<file path="src/rtl/isa_pkg.sv">
// isa_pkg: shared definitions for the decode/issue stage.
//   - opcode_t   : 3-bit major opcode in InstOut[8:6]
//   - HALT_INST  : the single 111-class encoding that ends a program
//   - state_t    : run controller states
//   - ex_ctrl_t  : datapath controls carried into the execute register
//   - JUMP_LUT   : absolute jump targets indexed by InstOut[3:0]
package isa_pkg;

   typedef enum logic [2:0] {
      OP_ALU = 3'b000,
      OP_LDI = 3'b001,
      OP_LD  = 3'b010,
      OP_ST  = 3'b011,
      OP_MOV = 3'b100,
      OP_BRF = 3'b101,
      OP_JMP = 3'b110,
      OP_SYS = 3'b111
   } opcode_t;

   localparam logic [8:0] HALT_INST = 9'h1FF;

   typedef enum logic [1:0] {
      IDLE = 2'd0,
      RUN  = 2'd1,
      DONE = 2'd2
   } state_t;

   typedef struct packed {
      logic [2:0] alu_op;
      logic [2:0] reg_idx;
      logic [5:0] imm;
      logic       reg_write;
      logic       mem_read;
      logic       mem_write;
   } ex_ctrl_t;

   // Entries 8..15 are unpopulated and resolve to address 0.
   localparam logic [9:0] JUMP_LUT [16] = '{
      10'h010, 10'h020, 10'h040, 10'h080,
      10'h100, 10'h155, 10'h2AA, 10'h3F0,
      10'h000, 10'h000, 10'h000, 10'h000,
      10'h000, 10'h000, 10'h000, 10'h000
   };

endpackage

</file>
<file path="src/rtl/jump_lut.sv">
// jump_lut: combinational absolute-jump target table. Kept as its own
// module so the assembler can regenerate the table contents.
//   idx  in  4   : JMP index field
//   addr out 10  : absolute target address
module jump_lut
   import isa_pkg::*;
(
   input  logic [3:0] idx,
   output logic [9:0] addr
);

   assign addr = JUMP_LUT[idx];

endmodule

</file>
<file path="src/rtl/inst_decode.sv">
// inst_decode: decode and issue stage behind instruction fetch.
//   Clk, Reset (async, active-high), Start (level-sampled run request)
//   InstOut [8:0]    : instruction from ROM
//   ALU_flag         : branch condition; qualified by the program counter
//   BranchRel/BranchAbs/Target : combinational branch controls to the PC
//   Ex*              : execute pipeline register (1-cycle latency)
//   Done, ProgId, InstCount    : run controller status
module inst_decode
   import isa_pkg::*;
#(
   parameter int CNT_W = 16,
   parameter int NPROG = 3
)(
   input  logic             Clk,
   input  logic             Reset,
   input  logic             Start,
   input  logic [8:0]       InstOut,
   input  logic             ALU_flag,
   output logic             BranchRel,
   output logic             BranchAbs,
   output logic [9:0]       Target,
   output logic             ExValid,
   output logic [2:0]       ExAluOp,
   output logic [2:0]       ExReg,
   output logic [5:0]       ExImm,
   output logic             ExRegWrite,
   output logic             ExMemRead,
   output logic             ExMemWrite,
   output logic             Done,
   output logic [1:0]       ProgId,
   output logic [CNT_W-1:0] InstCount
);

   localparam logic [1:0] LAST_PROG = 2'(NPROG - 1);

   // The flag is consumed by the program counter, not here.
   logic unused_alu_flag;
   assign unused_alu_flag = ALU_flag;

   state_t     state, state_nxt;
   opcode_t    op;
   logic       is_halt;
   logic       in_run;
   logic       enter_run;
   ex_ctrl_t   dec;
   ex_ctrl_t   ex;
   logic       ex_valid;
   logic [9:0] lut_addr;
   logic [1:0] prog_id;
   logic [CNT_W-1:0] inst_count;

   assign op      = opcode_t'(InstOut[8:6]);
   assign is_halt = (InstOut == HALT_INST);
   assign in_run  = (state == RUN);

   jump_lut u_jump_lut (
      .idx  (InstOut[3:0]),
      .addr (lut_addr)
   );

   // Branch controls: gated by RUN so nothing leaks out of IDLE/DONE or
   // while reset forces the state back to IDLE.
   always_comb begin
      BranchRel = 1'b0;
      BranchAbs = 1'b0;
      Target    = 10'd0;
      if (in_run) begin
         if (op == OP_BRF) begin
            BranchRel = 1'b1;
            Target    = {{4{InstOut[5]}}, InstOut[5:0]};
         end else if (op == OP_JMP) begin
            BranchAbs = 1'b1;
            Target    = lut_addr;
         end
      end
   end

   // Datapath field decode; branches, HALT and NOP leave everything at 0.
   always_comb begin
      dec = '0;
      unique case (op)
         OP_ALU: begin
            dec.alu_op    = InstOut[5:3];
            dec.reg_idx   = InstOut[2:0];
            dec.reg_write = 1'b1;
         end
         OP_LDI: begin
            dec.imm       = InstOut[5:0];
            dec.reg_idx   = 3'd0;
            dec.reg_write = 1'b1;
         end
         OP_LD: begin
            dec.reg_idx   = InstOut[2:0];
            dec.mem_read  = 1'b1;
            dec.reg_write = 1'b1;
         end
         OP_ST: begin
            dec.reg_idx   = InstOut[2:0];
            dec.mem_write = 1'b1;
         end
         OP_MOV: begin
            dec.reg_idx   = InstOut[2:0];
            dec.reg_write = 1'b1;
         end
         default: dec = '0;
      endcase
   end

   // Run controller next state. HALT is checked in RUN only, and Start is
   // not looked at in RUN, so HALT wins when both arrive together.
   always_comb begin
      state_nxt = state;
      enter_run = 1'b0;
      unique case (state)
         IDLE, DONE: begin
            if (Start) begin
               state_nxt = RUN;
               enter_run = 1'b1;
            end
         end
         RUN: begin
            if (is_halt) state_nxt = DONE;
         end
         default: state_nxt = IDLE;
      endcase
   end

   always_ff @(posedge Clk or posedge Reset) begin
      if (Reset) begin
         state      <= IDLE;
         prog_id    <= 2'd0;
         inst_count <= '0;
      end else begin
         state <= state_nxt;
         // Only a restart from DONE advances the program index.
         if (enter_run && state == DONE)
            prog_id <= (prog_id == LAST_PROG) ? 2'd0 : prog_id + 2'd1;
         if (enter_run)
            inst_count <= '0;
         else if (in_run && inst_count != {CNT_W{1'b1}})
            inst_count <= inst_count + 1'b1;
      end
   end

   always_ff @(posedge Clk or posedge Reset) begin
      if (Reset) begin
         ex_valid <= 1'b0;
         ex       <= '0;
      end else if (in_run) begin
         ex_valid <= 1'b1;
         ex       <= dec;
      end else begin
         ex_valid <= 1'b0;
         ex       <= '0;
      end
   end

   assign ExValid    = ex_valid;
   assign ExAluOp    = ex.alu_op;
   assign ExReg      = ex.reg_idx;
   assign ExImm      = ex.imm;
   assign ExRegWrite = ex.reg_write;
   assign ExMemRead  = ex.mem_read;
   assign ExMemWrite = ex.mem_write;
   assign Done       = (state == DONE);
   assign ProgId     = prog_id;
   assign InstCount  = inst_count;

endmodule

</file>
<file path="config.mk">
export PLATFORM = sky130hd
export DESIGN_NAME = inst_decode
export DESIGN_NICKNAME = d
export VERILOG_FILES = /design/src/rtl/isa_pkg.sv /design/src/rtl/jump_lut.sv /design/src/rtl/inst_decode.sv
export SDC_FILE = /design/constraint.sdc
export NUM_CORES = 1
export LEC_CHECK = 0
export CAP_MARGIN = 40
export CORE_MARGIN = 4
export CORE_UTILIZATION = 46
export CTS_CLUSTER_DIAMETER = 40
export DETAILED_ROUTE_END_ITERATION = 8
export GPL_TIMING_DRIVEN = 0
export PLACE_DENSITY = 0.81
export SLEW_MARGIN = 5
export SYNTH_ARGS = -nofsm -noshare
export SYNTH_HDL_FRONTEND = slang
export SYNTH_SLANG_ARGS = --single-unit
</file>
<file path="constraint.sdc">
create_clock -name Clk -period 2.35 [get_ports Clk]
set_input_delay 0.5875 -clock Clk [delete_from_list [all_inputs] [get_ports Clk]]
set_output_delay 0.5875 -clock Clk [all_outputs]
set_load 0.02 [all_outputs]
</file>
==> impl_results.rst, run 1 <==
.. list-table::
   :header-rows: 1

   * - Metric
     - Value
   * - Half-perimeter wire length after placement
     - 3470 µm
   * - Relative slew margins
     - 51.2%
   * - Seq/Total Area, Yosys
     - between 40 and 50%
   * - Relative contribution of sequential cells to total power
     - 39.1%
   * - Worst IR Drop VDD
     - around 0.73 mV
   * - Initial antenna violation count
     - 0
   * - CTS clock-pin slew for the worst setup and hold paths
     - about 0.070 ns
   * - Net switching fraction of the power
     - a little over a third
   * - Post-synthesis adder-cell area fraction
     - approximately 1.2%
   * - Buffer levels on the longest clock path
     - 2
   * - Via density per instance
     - 5.69
   * - Portion of the clock cycle consumed by the worst path in the final layout
     - a little over nine tenths
   * - Post-CTS Hold Fix Bufs
     - 0
   * - Post-Syn Area per Cell
     - around 9.4 µm²
   * - Post-synthesis simple-gate area fraction
     - around 31%
   * - Number of max-slew violations in the final report
     - 0
   * - Global placer's final weighted congestion
     - roughly 0.85
   * - Die Height
     - roughly 72 µm
   * - Compound-gate portion of the synthesized area
     - approximately 13%
   * - Number of failing hold endpoints at the final stage
     - 0
   * - Post-route worst setup slack
     - 0.0652 ns
   * - Worst setup slack before clock tree synthesis
     - -0.837 ns
   * - Largest fanout on the critical path
     - 8
   * - Global route overflow
     - 0
   * - Count of H-tree levels built during CTS
     - 2
   * - Filler cells
     - approximately 320
   * - Count of maximum capacitance violations
     - 0
   * - Commonest cells after routing, fill and taps aside
     - 39 x clkdlybuf4s50_1, 36 x dfrtp_1, 24 x nand2_1
   * - Delay of the slowest critical-path stage
     - slightly below 0.4 ns
   * - Root cell of the clock tree
     - clkbuf_8
   * - Most common library cell in the layout ignoring fill and taps
     - clkdlybuf4s50_1
   * - Setup repair after global routing missed its margin
     - false
   * - Number of buffer cells added on primary ports
     - 56
   * - Leakage
     - 1.23 nW
   * - Final Net Count
     - 283
   * - Clock buffers created by TritonCTS
     - 5
   * - Post-Synthesis Cells
     - roughly 200
   * - Clock share of power
     - around a quarter
   * - CTS tree
     - yes
   * - Parity-gate share of the synthesized area counting xor and xnor cells
     - 0%
   * - Kind of capture point of the worst setup path
     - primary output
   * - Clock network latency to the later pin of the worst-skew pair
     - 0.29 ns
   * - Final-report setup violation count
     - 0
   * - Gr usage total
     - a little over 20%
   * - Avg WL per Cell
     - about 16 µm
   * - Highest attainable clock frequency
     - between 400 and 500 MHz
   * - Count of cell types in the netlist
     - 48
   * - Chip width
     - approximately 72 µm
   * - Critical-path cell with the highest stage delay
     - and4bb_4
   * - Critical path start-end classification
     - in -> out
   * - Internal Power
     - 0.00139 W
   * - Detailed-route via count
     - 1822
   * - Data required, critical path
     - 1.76 ns
   * - Yosys synthesis warning count
     - 0
   * - Drt initial violations
     - between 150 and 200
   * - Worst path cell trace
     - clkbuf_2 > and4bb_4 > nand2_1 > o2bb2a_2 > nor2_2 > buf_6
   * - Area of the core
     - between 0.004 and 0.005 mm²
   * - Sinks on Clock Net
     - 36
   * - Status
     - finished, final reports clean
   * - Most frequently used flop master after synthesis
     - dfrtp_1
   * - Critical path buffer and inverter count
     - 2
   * - Synthesized flop and latch total
     - 36
   * - Clock skew
     - 0.00791 ns
   * - Mux contribution to synthesized area
     - roughly 3.7%
   * - Syn nets
     - 217
   * - Type of element launching the critical path
     - primary input
   * - WL final
     - ~5000 µm
   * - Main combinational cell family by area after synthesis
     - simple AND/OR/NAND/NOR gates
   * - Starting density of the core
     - 47.7%
   * - Row count
     - 23
   * - Actual transition at the worst max-transition pin
     - 0.731 ns
   * - Via count of the first global-routing pass
     - around 1800
   * - Wire length of the first global-routing pass
     - 8520 µm
   * - Share of post-route cells with drive strength above 1
     - 18.5%
   * - Post-route DRC
     - 0
   * - Fraction of the core area covered by cells at the end of the flow
     - about two thirds
   * - Top-level I/O count
     - 60
   * - Area of the mapped netlist
     - approximately 0.0019 mm²
   * - EDFF count, synth
     - 0
   * - Arrival @ worst endpoint
     - approximately 1.7 ns
   * - Part of the total power dissipated in combinational logic
     - 35.9%
   * - N_diodes
     - 0
   * - Kind of cell with the highest combined delay on the critical path
     - simple AND/OR/NAND/NOR gates
   * - Power per cell area
     - roughly 800 mW/mm²
   * - Remaining antenna violation count after routing
     - 0
   * - Largest net degree at the start of global routing
     - 37
   * - Area grow syn2layout
     - 42.0%
   * - Area of the die
     - about 0.0052 mm²
   * - FFs w/ async S/R, synth
     - 100%
   * - Number of iterations in the first detailed-routing pass
     - 4
   * - Switching power summed over all nets
     - 0.000775 W
   * - Worst min path class
     - reg -> reg
   * - Final critical path time including I/O delays and setup
     - 2.28 ns
area by class of cell:
| class | count | area [µm²] | share of cell area (%) |
|---|---|---|---|
| clock inverter | 3 | 42.5 | 1.57 |
| inverter | 7 | 26.3 | 0.970 |
| sequential | 36 | 901 | 33.3 |
| timing repair buffer | 60 | 548 | 20.2 |
| clock buffer | 5 | 68.8 | 2.54 |
| buffer | 12 | 98.8 | 3.65 |
| multi-input combinational | 147 | 961 | 35.5 |
| tap | 50 | 62.6 | 2.31 |
Yosys cell counts, drive strengths merged (4+ instances only):
library cell	instances	area share, %
inv	7	1.4
nand2b	6	2.0
or4	4	1.8
nor4	5	1.6
nand2	25	4.9
o21ai	7	1.8
nor3	5	1.3
mux2i	7	3.7
and2	12	3.9
clkbuf	10	2.0
a21oi	9	2.4
nand4	12	4.3
nor2	7	1.4
and3	8	3.0
dfrtp	36	47
nand3	5	1.3
power groups by stage:
stage / combinational [W] / sequential, W / clock (W)
after global placement: 0.000743 / 0.000845 / 0
after global routing: 0.000847 / 0.000865 / 0.000580
after floorplan: 0.000332 / 0.000946 / 0
after detailed placement: 0.000756 / 0.000849 / 0
after CTS: 0.000782 / 0.000843 / 0.000551
final: 0.000777 / 0.000848 / 0.000541
kinds of logic (layout without fill, tap and decap cells):
kind of cell,count (synthesis),after routing
compound gates,36,36
fa+ha+maj,2,2
buf+inv,20,87
flops,36,36
mux,7,7
simple gates,102,102
per-layer routing:
metal	global-route usage, %	part of all wire, %
met1	27.4	42
met2	32.9	48
met3	5.54	8.2
met4	7.58	1.4
met5	0	0
sequential cells by signal, indices dropped and copies added, names as in the netlist:
name	flops
InstCount	16
ExImm	6
ExAluOp	3
ExReg	3
ProgId	2
state	2
ExMemRead	1
ExMemWrite	1
ExRegWrite	1
ExValid	1
worst reg2reg max path: cells and delay by family (launching register included):
family,cells,cell delay [ns]
flip-flops,1,0.42
AND/OR/NAND/NOR,2,0.53
buffers and inverters,1,0.28
adder cells (fa/ha/maj),1,0.25
AO/OA/AOI/OAI,2,0.38
metrics by stage:
stage	setup TNS [ns]	cells	hold slack, ns	power, W	cell area [µm²]
finish	0	320	0.534	0.00217	2710
global route	0	320	0.567	0.00229	2710
CTS	-0.0234	321	0.530	0.00218	2710
detailed placement	-8.38	309	0.514	0.00160	2530
global placement	-8.29	309	0.503	0.00159	2530
floorplan	0	203	0.550	0.00128	1910
timing repair:
action / 4_1_cts / 5_1_grt
gates resized for setup: 83 / 12
pin swaps: 3 / 2
endpoints found under the hold margin: 0 / 0
endpoints found under the setup margin: 12 / 11
setup buffers: 4 / 0
path summary, 6_finish.rpt:
kind	from	end	slack, ns	depth (start not counted)
max in group asynchronous	Reset	InstCount[9]	1.14	2
worst max register to register	InstCount[0]	InstCount[15]	0.40	6
worst min-delay path	ProgId[1]	ProgId[1]	0.53	1
min in group asynchronous	Reset	ExAluOp[1]	0.74	2
worst max-delay path	InstOut[6]	Target[3]	0.07	6
worst min register to register	ProgId[1]	ProgId[1]	0.53	1
No activity file was read; power rests on OpenSTA's default activity.
==> run 2, diff against run 1 <==
--- a/config.mk
+++ b/config.mk
@@ -11,7 +11,8 @@
 export CTS_CLUSTER_DIAMETER = 40
 export DETAILED_ROUTE_END_ITERATION = 8
 export GPL_TIMING_DRIVEN = 0
-export PLACE_DENSITY = 0.81
+export MAX_ROUTING_LAYER = met4
+export PLACE_DENSITY = 0.9
 export SLEW_MARGIN = 5
 export SYNTH_ARGS = -nofsm -noshare
 export SYNTH_HDL_FRONTEND = slang
==> impl_results.rst, run 2 (synthesis results as in run 1) <==
.. list-table::
   :header-rows: 1

   * - Metric
     - Value
   * - Root cell of the clock tree
     - clkbuf_8
   * - Half-perimeter wire length after placement
     - 3700 µm (+6.7%)
   * - Number of failing hold endpoints at the final stage
     - 0 (unchanged)
   * - Highest attainable clock frequency
     - 434 MHz (-0.82%)
   * - Min-delay src
     - ProgId[0]
   * - Setup repair after global routing missed its margin
     - true
   * - Detailed-route via count
     - 1877 (+3.0%)
   * - Number of iterations in the first detailed-routing pass
     - 4 (unchanged)
   * - Count of H-tree levels built during CTS
     - 2 (unchanged)
   * - Status
     - finished, final reports clean
   * - Relative slew margins
     - 64.3% (+13 points)
   * - Global placer's final weighted congestion
     - 0.904 (+6.4%)
   * - Avg WL per Cell
     - 15.8 µm (-0.87%)
   * - Sinks on Clock Net
     - 36 (unchanged)
   * - Clock skew
     - 0.00557 ns (-0.00235 ns)
   * - Post-route DRC
     - 0 (unchanged)
   * - Drt initial violations
     - 171 (+1.2%)
   * - Buffer levels on the longest clock path
     - 2 (unchanged)
   * - Count of maximum capacitance violations
     - 0 (unchanged)
   * - Filler cells
     - 325 (+1.9%)
   * - Remaining antenna violation count after routing
     - 0 (unchanged)
   * - Number of buffer cells added on primary ports
     - 56 (unchanged)
   * - Actual transition at the worst max-transition pin
     - 0.535 ns (-0.196 ns)
   * - Via count of the first global-routing pass
     - 1761 (+0.11%)
   * - Flip-flop count of the largest register after layout
     - 16 (unchanged)
   * - CTS clock-pin slew for the worst setup and hold paths
     - 0.07 ns (about the same)
   * - Worst min path class
     - reg -> reg
   * - Global route overflow
     - 0 (unchanged)
   * - Chip width
     - 72.4 µm (unchanged)
   * - Data required, critical path
     - 1.76 ns (about the same)
   * - Final critical path time including I/O delays and setup
     - 2.30 ns (+0.0189 ns)
   * - Worst setup slack before clock tree synthesis
     - -0.840 ns (-0.00326 ns)
   * - Launch point of the critical path
     - InstOut[6]
   * - Final-report setup violation count
     - 0 (unchanged)
   * - Area of the die
     - 0.00524 mm² (unchanged)
   * - Starting density of the core
     - 47.7% (unchanged)
   * - WL final
     - 5100 µm (-0.25%)
   * - Power per cell area
     - 764 mW/mm² (-4.5%)
   * - Largest net degree at the start of global routing
     - 15 (-59%)
   * - Post-CTS Hold Fix Bufs
     - 0 (unchanged)
   * - Post-route worst setup slack
     - 0.0464 ns (-0.0189 ns)
   * - Leakage
     - 1.24 nW (+1.4%)
   * - Commonest cells after routing, fill and taps aside
     - 39 x clkdlybuf4s50_1, 36 x dfrtp_1, 25 x nand2_1
   * - Final Net Count
     - 285 (+0.71%)
   * - Largest fanout on the critical path
     - 8 (unchanged)
   * - Worst hold slack across all endpoints
     - 0.529 ns (-0.00482 ns)
   * - Area of the core
     - 0.00400 mm² (unchanged)
   * - Row count
     - 23 (unchanged)
   * - Worst IR Drop VDD
     - 0.421 mV (-42%)
   * - Gr usage total
     - 21.5% (+0.77 points)
   * - Via density per instance
     - 5.83 (+2.4%)
   * - Clock buffers created by TritonCTS
     - 5 (unchanged)
   * - Top-level I/O count
     - 60 (unchanged)
   * - PnR Total Power
     - 0.00209 W (-3.7%)
   * - Number of max-slew violations in the final report
     - 0 (unchanged)
   * - Share of post-route cells with drive strength above 1
     - 18.4% (-0.14 points)
   * - Most common library cell in the layout ignoring fill and taps
     - clkdlybuf4s50_1
   * - Arrival @ worst endpoint
     - 1.72 ns (+0.02 ns)
   * - Portion of the clock cycle consumed by the worst path in the final layout
     - 98.0% (+0.80 points)
   * - Initial antenna violation count
     - 0 (unchanged)
   * - Critical path start-end classification
     - in -> out
   * - CTS tree
     - yes
   * - Wire length of the first global-routing pass
     - 8600 µm (+0.89%)
   * - Kind of capture point of the worst setup path
     - primary output
   * - Area grow syn2layout
     - 43.1%
   * - Type of element launching the critical path
     - primary input
   * - Die Height
     - 72.4 µm (unchanged)
   * - N_diodes
     - 0 (unchanged)
   * - Clock network latency to the later pin of the worst-skew pair
     - 0.29 ns (about the same)
   * - R2r startpoint
     - InstCount[0]
run 2: critical path, cell delays in order:
cell and delay, ns:
buf_2 0.15, and4bb_4 0.39, nand2_1 0.08, o21ai_0 0.16, and3_1 0.19, buf_4 0.15
run 2: final timing paths:
check | slack, ns | cells after the start | end
worst max-delay path | 0.05 | 6 | Target[0]
worst min-delay path | 0.53 | 1 | ProgId[0]
min in group asynchronous | 0.60 | 2 | ExImm[2]
worst min register to register | 0.53 | 1 | ProgId[0]
worst max register to register | 0.48 | 5 | InstCount[1]
max in group asynchronous | 1.14 | 4 | InstCount[7]
run 2: layout make-up:
type                            instances  area [µm²]  share of cell area [%]
Clock inverter                          2        10.0                   0.366
Clock buffer                            6        82.6                    3.02
Timing Repair Buffer                   61         573                    21.0
Tap cell                               50        62.6                    2.29
Sequential cell                        36         901                    33.0
Multi-Input combinational cell        147         963                    35.3
Buffer                                 13         113                    4.12
Inverter                                7        26.3                   0.962
run 2: what timing repair did:
item | 4_1_cts | 5_1_grt
resized for setup | 86 | 11
hold endpoints to repair | 0 | 0
setup buffers | 3 | 0
endpoints found under the setup margin | 12 | 11
pin swaps | 2 | 1
run 2: where the power goes:
part / internal [W] / switching [W] / total (W)
Sequential: 0.000719 / 0.000123 / 0.000842
Combinational: 0.000373 / 0.000417 / 0.000789
Clock: 0.000234 / 0.000221 / 0.000455
run 2: through the flow:
stage	util (%)	cell area (µm²)	setup TNS (ns)	cells
after floorplan	-	1910	0	203
after global placement	63.3	2530	-8.12	309
after detailed placement	64.1	2560	-8.60	311
after CTS	67.9	2720	0	322
after global routing	68.3	2730	-0.0589	322
final	68.3	2730	0	322
run 2: metal layers:
| metal | track usage [%] | part of all wire, % |
|---|---|---|
| met3 | 3.19 | 6.9 |
| met2 | 34.2 | 50 |
| met1 | 27.4 | 40 |
| met4 | 9.43 | 2.6 |
| met5 | - | 0 |
==> run 3, diff against run 2 <==
--- a/config.mk
+++ b/config.mk
@@ -5,7 +5,7 @@
 export SDC_FILE = /design/constraint.sdc
 export NUM_CORES = 1
 export LEC_CHECK = 0
-export CAP_MARGIN = 40
+export CAP_MARGIN = 20
 export CORE_MARGIN = 4
 export CORE_UTILIZATION = 46
 export CTS_CLUSTER_DIAMETER = 40
==> impl_results.rst, run 3 (synthesis results as in run 1) <==
.. list-table::
   :header-rows: 1

   * - Metric
     - Value
   * - Leakage
     - 1.23 nW (-1.6%)
   * - Clock network latency to the later pin of the worst-skew pair
     - 0.28 ns (about the same)
   * - Clock share of power
     - 21.9% (about the same)
   * - Switching power summed over all nets
     - 0.000747 W (-1.8%)
   * - Top-level I/O count
     - 60 (unchanged)
   * - Post-route DRC
     - 0 (unchanged)
   * - Number of iterations in the first detailed-routing pass
     - 4 (unchanged)
   * - Wire length of the first global-routing pass
     - 8200 µm (-4.7%)
   * - Chip width
     - 72.4 µm (unchanged)
   * - Highest attainable clock frequency
     - 440 MHz (+1.4%)
   * - Via density per instance
     - 5.81 (-0.34%)
   * - Number of failing hold endpoints at the final stage
     - 0 (unchanged)
   * - Starting density of the core
     - 47.7% (unchanged)
   * - R2r startpoint
     - InstCount[0]
   * - Gr usage total
     - 20.3% (-1.3 points)
   * - Area grow syn2layout
     - 41.0%
   * - Number of buffer cells added on primary ports
     - 56 (unchanged)
   * - Post-route worst setup slack
     - 0.0784 ns (+0.0321 ns)
   * - CTS clock-pin slew for the worst setup and hold paths
     - 0.07 ns (about the same)
   * - Worst min path class
     - reg -> reg
   * - Type of element launching the critical path
     - primary input
   * - Worst setup slack before clock tree synthesis
     - -0.839 ns (+0.000810 ns)
   * - Global route overflow
     - 0 (unchanged)
   * - Relative contribution of sequential cells to total power
     - 41.1% (+0.7 points)
   * - Data required, critical path
     - 1.76 ns (about the same)
   * - Worst IR Drop VDD
     - 0.482 mV (+14%)
   * - Row count
     - 23 (unchanged)
   * - Root cell of the clock tree
     - clkbuf_8
   * - Sinks on Clock Net
     - 36 (unchanged)
   * - Kind of capture point of the worst setup path
     - primary output
   * - Number of max-slew violations in the final report
     - 0 (unchanged)
   * - Initial antenna violation count
     - 0 (unchanged)
   * - Critical path start-end classification
     - in -> out
   * - Part of the total power dissipated in combinational logic
     - 37.0% (-0.8 points)
   * - Post-CTS Hold Fix Bufs
     - 0 (unchanged)
   * - Portion of the clock cycle consumed by the worst path in the final layout
     - 96.7% (-1.4 points)
   * - Buffer levels on the longest clock path
     - 2 (unchanged)
   * - Actual transition at the worst max-transition pin
     - 0.604 ns (+0.0690 ns)
   * - Final Net Count
     - 283 (-0.70%)
   * - Internal Power
     - 0.00130 W (-1.8%)
   * - WL final
     - 4860 µm (-4.6%)
   * - Reg2Reg Capture Point
     - InstCount[1]
   * - Final-report setup violation count
     - 0 (unchanged)
   * - Arrival @ worst endpoint
     - 1.68 ns (-0.04 ns)
   * - Die Height
     - 72.4 µm (unchanged)
   * - N_diodes
     - 0 (unchanged)
   * - CTS tree
     - yes
   * - Status
     - finished, final reports clean
   * - Min-delay src
     - ProgId[0]
   * - Via count of the first global-routing pass
     - 1707 (-3.1%)
   * - Fraction of the core area covered by cells at the end of the flow
     - 67.3% (-1.0 points)
   * - Worst hold slack across all endpoints
     - 0.524 ns (-0.00481 ns)
   * - Area of the core
     - 0.00400 mm² (unchanged)
   * - Final critical path time including I/O delays and setup
     - 2.27 ns (-0.0321 ns)
   * - Remaining antenna violation count after routing
     - 0 (unchanged)
   * - Count of cells along the worst register-to-register path
     - 5 (unchanged)
   * - Clock buffers created by TritonCTS
     - 5 (unchanged)
   * - Detailed-route via count
     - 1859 (-0.96%)
   * - Share of post-route cells with drive strength above 1
     - 17.8% (-0.60 points)
   * - Global placer's final weighted congestion
     - 0.904 (unchanged)
   * - Net switching fraction of the power
     - 36.5% (about the same)
   * - Most common library cell in the layout ignoring fill and taps
     - clkdlybuf4s50_1
   * - Largest net degree at the start of global routing
     - 24 (+9)
   * - PnR Total Power
     - 0.00205 W (-1.8%)
   * - Count of maximum capacitance violations
     - 0 (unchanged)
   * - Drt initial violations
     - 164 (-4.1%)
   * - Avg WL per Cell
     - 15.2 µm (-4.0%)
   * - Worst hold path depth
     - 1 (unchanged)
   * - Area of the die
     - 0.00524 mm² (unchanged)
   * - Commonest cells after routing, fill and taps aside
     - 39 x clkdlybuf4s50_1, 36 x dfrtp_1, 24 x nand2_1
   * - Flip-flop count of the largest register after layout
     - 16 (unchanged)
   * - Power per cell area
     - 762 mW/mm² (-0.27%)
   * - Endpoint, Worst Hold
     - ProgId[0]
   * - Half-perimeter wire length after placement
     - 3610 µm (-2.5%)
   * - Largest fanout on the critical path
     - 6 (-2)
   * - Count of H-tree levels built during CTS
     - 2 (unchanged)
   * - Setup slack of the most critical reg-to-reg path
     - 0.48 ns (about the same)
   * - Clock skew
     - 0.00558 ns (+0.00000958 ns)
   * - Relative slew margins
     - 59.7% (-4.6 points)
==> run 3: cell count changes in the layout (fill, tap and decap cells not counted), moves of 2 or more <==
| cell | delta |
|---|---|
| nand2b_4 | -2 |
| a21oi_2 | +2 |
| clkbuf_4 | +3 |
| buf_8 | -2 |
| buf_4 | -3 |
| buf_6 | +2 |
| clkbuf_8 | -4 |
| nand2b_1 | +2 |
| a21oi_1 | -2 |
==> run 3: repair_timing <==
item	CTS	global route
endpoints found under the hold margin	0	0
buffers inserted	3	0
cloned	0	1
gates resized for setup	79	14
endpoints found under the setup margin	12	11
pin swaps	3	1
==> run 3: through the flow <==
stage / area, µm² / setup TNS, ns / std cells
global placement: 2530 / -8.12 / 309
finish: 2690 / 0 / 320
CTS: 2680 / -0.0768 / 320
detailed placement: 2560 / -8.47 / 310
floorplan: 1910 / 0 / 203
global route: 2690 / -0.0120 / 320
==> run 3: worst max path at each step <==
| stage | slack, ns | start | to |
|---|---|---|---|
| 2_1_floorplan | 0.06 | InstOut[7] | Target[3] |
| 3_3_place_gp | -0.82 | InstOut[3] | Target[3] |
| 3_5_place_dp | -0.84 | InstOut[3] | Target[3] |
| 4_1_cts | -0.08 | InstOut[2] | Target[3] |
| 5_1_grt | -0.01 | InstOut[1] | Target[5] |
| 6_report | 0.08 | InstOut[0] | Target[4] |
==> run 3: power groups by stage <==
| stage | clock (W) | sequential (W) | combinational (W) |
|---|---|---|---|
| after detailed placement | 0 | 0.000849 | 0.000759 |
| after global placement | 0 | 0.000843 | 0.000741 |
| final | 0.000448 | 0.000842 | 0.000758 |
| after floorplan | 0 | 0.000946 | 0.000332 |
| after CTS | 0.000453 | 0.000839 | 0.000766 |
| after global routing | 0.000483 | 0.000860 | 0.000821 |
==> run 3: layer usage <==
layer,vias to the layer above,GRT usage (%),part of all wire [%]
met3,12,3.05,5.8
met5,-,-,0
met1,891,26.2,42
li1,878,-,-
met4,0,7.17,1.7
met2,78,32.6,50
==> run 3: layout make-up <==
cell class              count  area, µm²
well taps                  50       62.6
inverters                   7       26.3
repair buffers             61        583
multi-input cells         147        948
clock buffers               6       82.6
plain buffers              11       76.3
fillers                   330       1310
flip-flops and latches     36        901
clock inverters             2       10.0
==> run 3: worst max-delay path, cell delays in order <==
cell and delay, ns:
dlygate4sd2_1 0.25, clkbuf_8 0.15, or3_1 0.30, nand2_1 0.07, a22oi_1 0.06, nor2_1 0.11
buf_4 0.15
